==> src/rtl/uart_host_driver.sv <==
// uart_host_driver
// Host-side UART driver for an inference accelerator. On a start request it
// latches an N_TX_BYTES payload, streams it out on tx as back-to-back 8N1
// frames (byte 0 first, LSB first), then collects N_RX_BYTES result frames
// from rx. A timeout and a framing error are reported as sticky flags.
//
// Optional feature macro: ARGMAX_EN. When defined, argmax is updated in
// FINISH with the index of the largest two's-complement result byte (ties go
// to the lowest index). When undefined, argmax is tied to 0 and no comparator
// is built.
//
// Ports
//   clk_100MHz     : only clock, all flops on its rising edge
//   rst            : asynchronous active-high reset
//   start          : one-cycle request, ignored while busy
//   in_vector_flat : payload, byte k = bits [8k+7:8k]
//   rx             : serial input from the accelerator
//   tx             : serial output to the accelerator (idles high)
//   busy           : high from the accepted start until back in IDLE
//   done           : one-cycle pulse after all result bytes arrived
//   result_flat    : received bytes, byte j = bits [8j+7:8j]
//   argmax         : index of the largest signed result byte
//   timeout_err    : sticky, no result byte arrived within TIMEOUT_CYCLES
//   frame_err      : sticky, a result frame had a low stop bit
module uart_host_driver #(
   parameter int CLKS_PER_BIT   = 868,
   parameter int N_TX_BYTES     = 64,
   parameter int N_RX_BYTES     = 10,
   parameter int TIMEOUT_CYCLES = 50_000_000
) (
   input  logic                    clk_100MHz,
   input  logic                    rst,
   input  logic                    start,
   input  logic [8*N_TX_BYTES-1:0] in_vector_flat,
   input  logic                    rx,
   output logic                    tx,
   output logic                    busy,
   output logic                    done,
   output logic [8*N_RX_BYTES-1:0] result_flat,
   output logic [3:0]              argmax,
   output logic                    timeout_err,
   output logic                    frame_err
);

   localparam int BAUD_W = $clog2(CLKS_PER_BIT + 1);
   localparam int TXB_W  = $clog2(N_TX_BYTES + 1);
   localparam int RXB_W  = $clog2(N_RX_BYTES + 1);
   localparam int TMO_W  = $clog2(TIMEOUT_CYCLES + 1);

   localparam logic [BAUD_W-1:0] BIT_LAST  = BAUD_W'(CLKS_PER_BIT - 1);
   localparam logic [BAUD_W-1:0] HALF_LAST = BAUD_W'(CLKS_PER_BIT / 2 - 1);
   localparam logic [BAUD_W-1:0] BAUD_ONE  = BAUD_W'(1);
   localparam logic [TXB_W-1:0]  TX_LAST   = TXB_W'(N_TX_BYTES - 1);
   localparam logic [TXB_W-1:0]  TX_ONE    = TXB_W'(1);
   localparam logic [RXB_W-1:0]  RX_LAST   = RXB_W'(N_RX_BYTES - 1);
   localparam logic [RXB_W-1:0]  RX_ONE    = RXB_W'(1);
   localparam logic [TMO_W-1:0]  TMO_LAST  = TMO_W'(TIMEOUT_CYCLES - 1);
   localparam logic [TMO_W-1:0]  TMO_ONE   = TMO_W'(1);

   typedef enum logic [2:0] {
      IDLE      = 3'd0,
      LOAD      = 3'd1,
      SEND_BYTE = 3'd2,
      WAIT_RX   = 3'd3,
      RECV_BYTE = 3'd4,
      FINISH    = 3'd5
   } state_t;

   state_t                  state_r, state_nx_s;
   logic [8*N_TX_BYTES-1:0] tx_buf_r, buf_nx_s;
   // One baud counter and bit index serve both directions; tx and rx never overlap.
   logic [BAUD_W-1:0]       baud_cnt_r, baud_nx_s;
   logic [3:0]              bit_idx_r, bit_nx_s;
   logic [TXB_W-1:0]        tx_byte_r, tx_byte_nx_s;
   logic [RXB_W-1:0]        rx_byte_r, rx_byte_nx_s;
   logic [TMO_W-1:0]        wait_cnt_r, wait_nx_s;
   logic [7:0]              rx_shift_r, shift_nx_s;
   logic [8*N_RX_BYTES-1:0] result_r, result_nx_s;
   logic                    timeout_r, timeout_nx_s;
   logic                    frame_r, frame_nx_s;
   logic                    rx_meta_r, rx_sync_r, rx_prev_r;
   logic                    tx_r, tx_nx_s;
   logic                    busy_r, done_r;
   logic [7:0]              cur_byte_s;

   // Two-flop synchronizer for rx plus one delay stage for falling-edge detection
   always_ff @(posedge clk_100MHz or posedge rst) begin
      if (rst) begin
         rx_meta_r <= 1'b1;
         rx_sync_r <= 1'b1;
         rx_prev_r <= 1'b1;
      end else begin
         rx_meta_r <= rx;
         rx_sync_r <= rx_meta_r;
         rx_prev_r <= rx_sync_r;
      end
   end

   // Next-state and datapath updates for the transaction FSM
   always_comb begin
      state_nx_s   = state_r;
      buf_nx_s     = tx_buf_r;
      baud_nx_s    = baud_cnt_r;
      bit_nx_s     = bit_idx_r;
      tx_byte_nx_s = tx_byte_r;
      rx_byte_nx_s = rx_byte_r;
      wait_nx_s    = wait_cnt_r;
      shift_nx_s   = rx_shift_r;
      result_nx_s  = result_r;
      timeout_nx_s = timeout_r;
      frame_nx_s   = frame_r;
      case (state_r)
         IDLE: begin
            if (start) begin
               state_nx_s = LOAD;
            end else begin
               state_nx_s = IDLE;
            end
         end
         LOAD: begin
            buf_nx_s     = in_vector_flat;
            result_nx_s  = '0;
            timeout_nx_s = 1'b0;
            frame_nx_s   = 1'b0;
            baud_nx_s    = '0;
            bit_nx_s     = 4'd0;
            tx_byte_nx_s = '0;
            rx_byte_nx_s = '0;
            wait_nx_s    = '0;
            state_nx_s   = SEND_BYTE;
         end
         SEND_BYTE: begin
            // bit_idx 0 = start, 1..8 = data, 9 = stop
            if (baud_cnt_r == BIT_LAST) begin
               baud_nx_s = '0;
               if (bit_idx_r == 4'd9) begin
                  bit_nx_s = 4'd0;
                  if (tx_byte_r == TX_LAST) begin
                     wait_nx_s  = '0;
                     state_nx_s = WAIT_RX;
                  end else begin
                     tx_byte_nx_s = tx_byte_r + TX_ONE;
                  end
               end else begin
                  bit_nx_s = bit_idx_r + 4'd1;
               end
            end else begin
               baud_nx_s = baud_cnt_r + BAUD_ONE;
            end
         end
         WAIT_RX: begin
            if (rx_prev_r && !rx_sync_r) begin
               baud_nx_s  = '0;
               bit_nx_s   = 4'd0;
               state_nx_s = RECV_BYTE;
            end else if (wait_cnt_r == TMO_LAST) begin
               timeout_nx_s = 1'b1;
               state_nx_s   = IDLE;
            end else begin
               wait_nx_s = wait_cnt_r + TMO_ONE;
            end
         end
         RECV_BYTE: begin
            if (bit_idx_r == 4'd0) begin
               // Half a bit after the edge: a high line here was a glitch, not a start bit
               if (baud_cnt_r == HALF_LAST) begin
                  baud_nx_s = '0;
                  if (!rx_sync_r) begin
                     bit_nx_s = 4'd1;
                  end else begin
                     wait_nx_s  = '0;
                     state_nx_s = WAIT_RX;
                  end
               end else begin
                  baud_nx_s = baud_cnt_r + BAUD_ONE;
               end
            end else if (baud_cnt_r == BIT_LAST) begin
               baud_nx_s = '0;
               if (bit_idx_r == 4'd9) begin
                  // Stop-bit centre: the byte is kept even when the stop bit is bad
                  for (int j = 0; j < N_RX_BYTES; j++) begin
                     result_nx_s[8*j +: 8] = (rx_byte_r == RXB_W'(j)) ? rx_shift_r
                                                                       : result_r[8*j +: 8];
                  end
                  frame_nx_s = frame_r | ~rx_sync_r;
                  bit_nx_s   = 4'd0;
                  wait_nx_s  = '0;
                  if (rx_byte_r == RX_LAST) begin
                     state_nx_s = FINISH;
                  end else begin
                     rx_byte_nx_s = rx_byte_r + RX_ONE;
                     state_nx_s   = WAIT_RX;
                  end
               end else begin
                  shift_nx_s = {rx_sync_r, rx_shift_r[7:1]};
                  bit_nx_s   = bit_idx_r + 4'd1;
               end
            end else begin
               baud_nx_s = baud_cnt_r + BAUD_ONE;
            end
         end
         FINISH: begin
            state_nx_s = IDLE;
         end
         default: begin
            state_nx_s = IDLE;
         end
      endcase
   end

   // Line level for the next cycle, taken from next-state values so tx is a plain flop
   always_comb begin
      cur_byte_s = 8'h00;
      for (int k = 0; k < N_TX_BYTES; k++) begin
         cur_byte_s = (tx_byte_nx_s == TXB_W'(k)) ? buf_nx_s[8*k +: 8] : cur_byte_s;
      end
      if (state_nx_s == SEND_BYTE) begin
         case (bit_nx_s)
            4'd0:    tx_nx_s = 1'b0;
            4'd1:    tx_nx_s = cur_byte_s[0];
            4'd2:    tx_nx_s = cur_byte_s[1];
            4'd3:    tx_nx_s = cur_byte_s[2];
            4'd4:    tx_nx_s = cur_byte_s[3];
            4'd5:    tx_nx_s = cur_byte_s[4];
            4'd6:    tx_nx_s = cur_byte_s[5];
            4'd7:    tx_nx_s = cur_byte_s[6];
            4'd8:    tx_nx_s = cur_byte_s[7];
            default: tx_nx_s = 1'b1;
         endcase
      end else begin
         tx_nx_s = 1'b1;
      end
   end

   // FSM state, datapath and registered outputs
   always_ff @(posedge clk_100MHz or posedge rst) begin
      if (rst) begin
         state_r    <= IDLE;
         tx_buf_r   <= '0;
         baud_cnt_r <= '0;
         bit_idx_r  <= 4'd0;
         tx_byte_r  <= '0;
         rx_byte_r  <= '0;
         wait_cnt_r <= '0;
         rx_shift_r <= 8'h00;
         result_r   <= '0;
         timeout_r  <= 1'b0;
         frame_r    <= 1'b0;
         tx_r       <= 1'b1;
         busy_r     <= 1'b0;
         done_r     <= 1'b0;
      end else begin
         state_r    <= state_nx_s;
         tx_buf_r   <= buf_nx_s;
         baud_cnt_r <= baud_nx_s;
         bit_idx_r  <= bit_nx_s;
         tx_byte_r  <= tx_byte_nx_s;
         rx_byte_r  <= rx_byte_nx_s;
         wait_cnt_r <= wait_nx_s;
         rx_shift_r <= shift_nx_s;
         result_r   <= result_nx_s;
         timeout_r  <= timeout_nx_s;
         frame_r    <= frame_nx_s;
         tx_r       <= tx_nx_s;
         busy_r     <= (state_nx_s != IDLE);
         done_r     <= (state_r == FINISH);
      end
   end

`ifdef ARGMAX_EN
   logic [3:0] argmax_r;

   // Index of the largest signed byte; strict compare keeps the lowest index on ties
   function automatic logic [3:0] argmax_f(input logic [8*N_RX_BYTES-1:0] v);
      logic signed [7:0] best_v;
      logic [3:0]        idx_v;
      best_v = $signed(v[7:0]);
      idx_v  = 4'd0;
      for (int j = 1; j < N_RX_BYTES; j++) begin
         if ($signed(v[8*j +: 8]) > best_v) begin
            best_v = $signed(v[8*j +: 8]);
            idx_v  = 4'(j);
         end else begin
            idx_v  = idx_v;
         end
      end
      return idx_v;
   endfunction

   // Capture argmax while in FINISH so it is valid together with done
   always_ff @(posedge clk_100MHz or posedge rst) begin
      if (rst) begin
         argmax_r <= 4'd0;
      end else if (state_r == FINISH) begin
         argmax_r <= argmax_f(result_r);
      end else begin
         argmax_r <= argmax_r;
      end
   end

   assign argmax = argmax_r;
`else
   assign argmax = 4'd0;
`endif

   assign tx          = tx_r;
   assign busy        = busy_r;
   assign done        = done_r;
   assign result_flat = result_r;
   assign timeout_err = timeout_r;
   assign frame_err   = frame_r;

endmodule

==> config.mk <==
export PLATFORM = sky130hd
export DESIGN_NAME = uart_host_driver
export DESIGN_NICKNAME = d
export VERILOG_FILES = /design/src/rtl/uart_host_driver.sv
export SDC_FILE = /design/constraint.sdc
export NUM_CORES = 2
export LEC_CHECK = 0
export ABC_AREA = 1
export CAP_MARGIN = 20
export CORE_AREA = 2 2 292 294
export CTS_BUF_LIST = sky130_fd_sc_hd__clkbuf_8
export DETAILED_ROUTE_END_ITERATION = 10
export DIE_AREA = 0 0 294 296
export GPL_ROUTABILITY_DRIVEN = 0
export GPL_TIMING_DRIVEN = 0
export PLACE_DENSITY = 0.61
export SKIP_CTS_REPAIR_TIMING = 1
export SYNTH_ARGS = -nofsm -noshare
export SYNTH_HDL_FRONTEND = slang
export SYNTH_SLANG_ARGS = --single-unit
==> constraint.sdc <==
create_clock -name clk_100MHz -period 53.8 [get_ports clk_100MHz]
set_clock_uncertainty 0.1 [all_clocks]
set_input_delay 16.14 -clock clk_100MHz [delete_from_list [all_inputs] [get_ports clk_100MHz]]
set_output_delay 16.14 -clock clk_100MHz [all_outputs]
set_load 0.01 [all_outputs]
==> results.cfg <==
[status]
status = complete, no violations

[sta]
clock.fmax_mhz = 48.0
rsz0062_at_grt = no
finalSetupViolCount = 0
timing.final.hold_violations = 0
worstMarginPinSlew_ns = 1.10
fin_setup_tns_ns = 0
slew_headroom = 0.264
period_needed_ns = 20.84
report.final.slew_viol_count = 0
finalCritPeriodShare = 0.387

[synthesis]
ys_warn_count = 0
synthArstFlopShare = 1.00
ys_seq_area_frac = 0.525
ys.flop_type = dfrtp_1
netlist_instances = 4250
synth_cell_types = 48
synthesis.area_um2 = 31600
synth_edf_count = 0
syn_avg_cell_area_um2 = 7.43
synthTopCellsByArea = dfrtp_1, nand2_1, nand3_1, inv_1, o21ai_0
yosys.area.top_type = dfrtp_1
synth_top_area_frac = 0.521
ys_ff_latch = 662

[detailed_routing]
avgViaCountPerCell = 4.85
wl_mm = 116
ant_nets = 0
route.detailed.wl_per_inst_um = 18.8
drt_first_pass_iters = 5
via_count = 29977
drt-initial-drc-count = 2361
route.detailed.drc = 0

[power_and_ir_drop]
vdd_drop_max_mv = 0.0181
power_frac_clock = 0.443
seq_power_share = 0.477
switchingPower_uw = 267
combPwrFrac = 0.080
switching_share = 0.244
p_int_uw = 829
power_density_nw_per_um2 = 26.3
p_leak_uw = 0.0207

[worst_setup_path]
cp_slowest_stage_delay_ns = 0.44
crit_arrival_ns = 21.36
crit_top_cell = nand2_1
setup.worst_path.start_class = input port
crit_slowest_cell = clkdlybuf4s50_1
cp.required_ns = 54.32
critPathKind = input port to register
critPathMaxFanout = 2
crit_path_end_kind = register

[clock_network]
insertion_delay_ns = 0.76
cts-buffers-inserted = 117
cts_num_sinks = 662
cts_tree = done
cts_buffer_depth = 3
root_buffer = clkbuf_8
cts_max_level = 3
clk_pin_slew_ns = 0.06

[finish]
layout-drive-gt1-share = 0.0750
synthToLayoutAreaGrowth_pct = 31.9
final_area_um2 = 41700
num-nets-final = 5505

[floorplanning]
dieArea_um2 = 87000
rows = 107
initial_utilization = 0.375
core_area_um2 = 84200
die_h_um = 296
ios = 605
die_w_um = 294

[placement]
dp_hpwl_mm = 88.0
place_area_um2 = 39100
port_buffers = 600

[global_route]
grtUsageTotal = 0.264
grt_pass1_vias = 29513
grt_max_degree = 126
grt_first_pass_wirelength_mm = 174
overflow = 0
antenna_found_initial = 21

[job]
drv_cap = 0

[hold_path]
hold_path_class = register to register
==> per-stage QoR <==
step / setup slack [ns] / instances / utilization / total power, uW / hold WS [ns]
final: 32.96 / 6187 / 0.495 / 1100 / 0.254
after global routing: 32.29 / 6187 / 0.495 / 1140 / 0.252
after CTS: 33.07 / 6168 / 0.494 / 1100 / 0.238
after detailed placement: 32.30 / 5949 / 0.465 / 619 / 0.255
after global placement: 10.07 / 5943 / 0.463 / 618 / 0.248
after floorplan: 19.01 / 4253 / - / 564 / 0.245
==> worst max-delay path: cells and delay by family <==
family	cells	cell delay [ns]
AOI/OAI and AO/OA	1	0.31
and+or+nand+nor	59	4.46
buffers and inverters	1	0.44
==> routing by layer <==
layer	vias to the layer above	global-route usage	routed length, um
li1	14736	-	-
met4	4	0.110	3780
met2	983	0.423	54900
met5	-	0	29
met3	190	0.0393	6600
met1	14064	0.359	51200
==> cells in the final DEF (no fill, tap or decap), drive strengths merged, types with 2 or more instances in the layout <==
cell           instances
nand4                 30
dfrtp                658
a211oi                 4
dfstp                  4
ha                    11
clkinvlp               3
nor4                   9
o22ai                  5
buf                  127
mux2i                  3
nand3                284
inv                  325
clkbuf               190
a21oi                114
diode                 19
xor2                   4
clkinv                13
a31oi                  3
o211ai                 2
nor3                  30
o21ai                151
nand2               2305
o2111ai                3
or2                   23
bufinv                 2
clkdlybuf4s50        600
nor2                 151
mux2                   7
conb                   4
nand3b                 5
==> registers in the layout, summed over array words and instances, names as in the netlist, 3 cells and up <==
signal	cells
tx_buf_r	512
result_flat	80
wait_cnt_r	26
baud_cnt_r	10
rx_shift_r	8
tx_byte_r	7
bit_idx_r	4
rx_byte_r	4
state_r	3
==> synthesized netlist by cell type (7+ instances only) <==
library cell,n
a21oi_1,114
buf_1,10
buf_2,91
buf_4,14
clkbuf_1,36
dfrtp_1,658
ha_1,11
inv_1,259
inv_2,18
mux2_2,7
nand2_1,2297
nand3_1,279
nand4_1,30
nor2_1,130
nor2_2,14
nor2_4,7
nor3_1,29
nor4_1,9
o21ai_0,147
or2_2,23
==> power by group through the flow <==
stage,Clock (uW),Sequential [uW],Combinational (uW)
after floorplan,0,531,33.1
after global placement,0,533,85.0
after detailed placement,0,531,87.2
after CTS,494,523,87.8
after global routing,518,524,96.5
final,486,523,87.2
==> cell type report <==
cell class,count,area [um^2]
antenna,19,47.5
buffer,158,813
clock buffer,154,2120
clock inverter,65,350
fill,8377,42600
inverter,278,1050
multi-input combinational,3155,13200
sequential,662,16600
tap,1090,1360
timing repair buffer,606,6170
==> path summary, 6_finish.rpt <==
path / start / cells after the start / endpoint / slack [ns]
worst max-delay path: in_vector_flat[21] / 61 / tx / 32.96
worst min-delay path: rx_meta_r / 0 / rx_sync_r / 0.25
worst max register to register: bit_idx_r[1] / 62 / tx / 46.75
worst min register to register: rx_meta_r / 0 / rx_sync_r / 0.25
max in group asynchronous: rst / 6 / tx_buf_r[121] / 35.66
min in group asynchronous: rst / 3 / tx_buf_r[473] / 15.87
==> cell families after synthesis <==
group                    Yosys count  synth area share
flip-flops                       662             0.525
AND/OR/NAND/NOR                 2839             0.360
other                              1          0.000119
buffers and inverters            436            0.0588
XOR/XNOR                           4           0.00111
multiplexers                      10           0.00345
adder cells (fa/ha/maj)           11           0.00436
AO/OA/AOI/OAI                    287            0.0474
No activity file was read; power rests on OpenSTA's default activity.
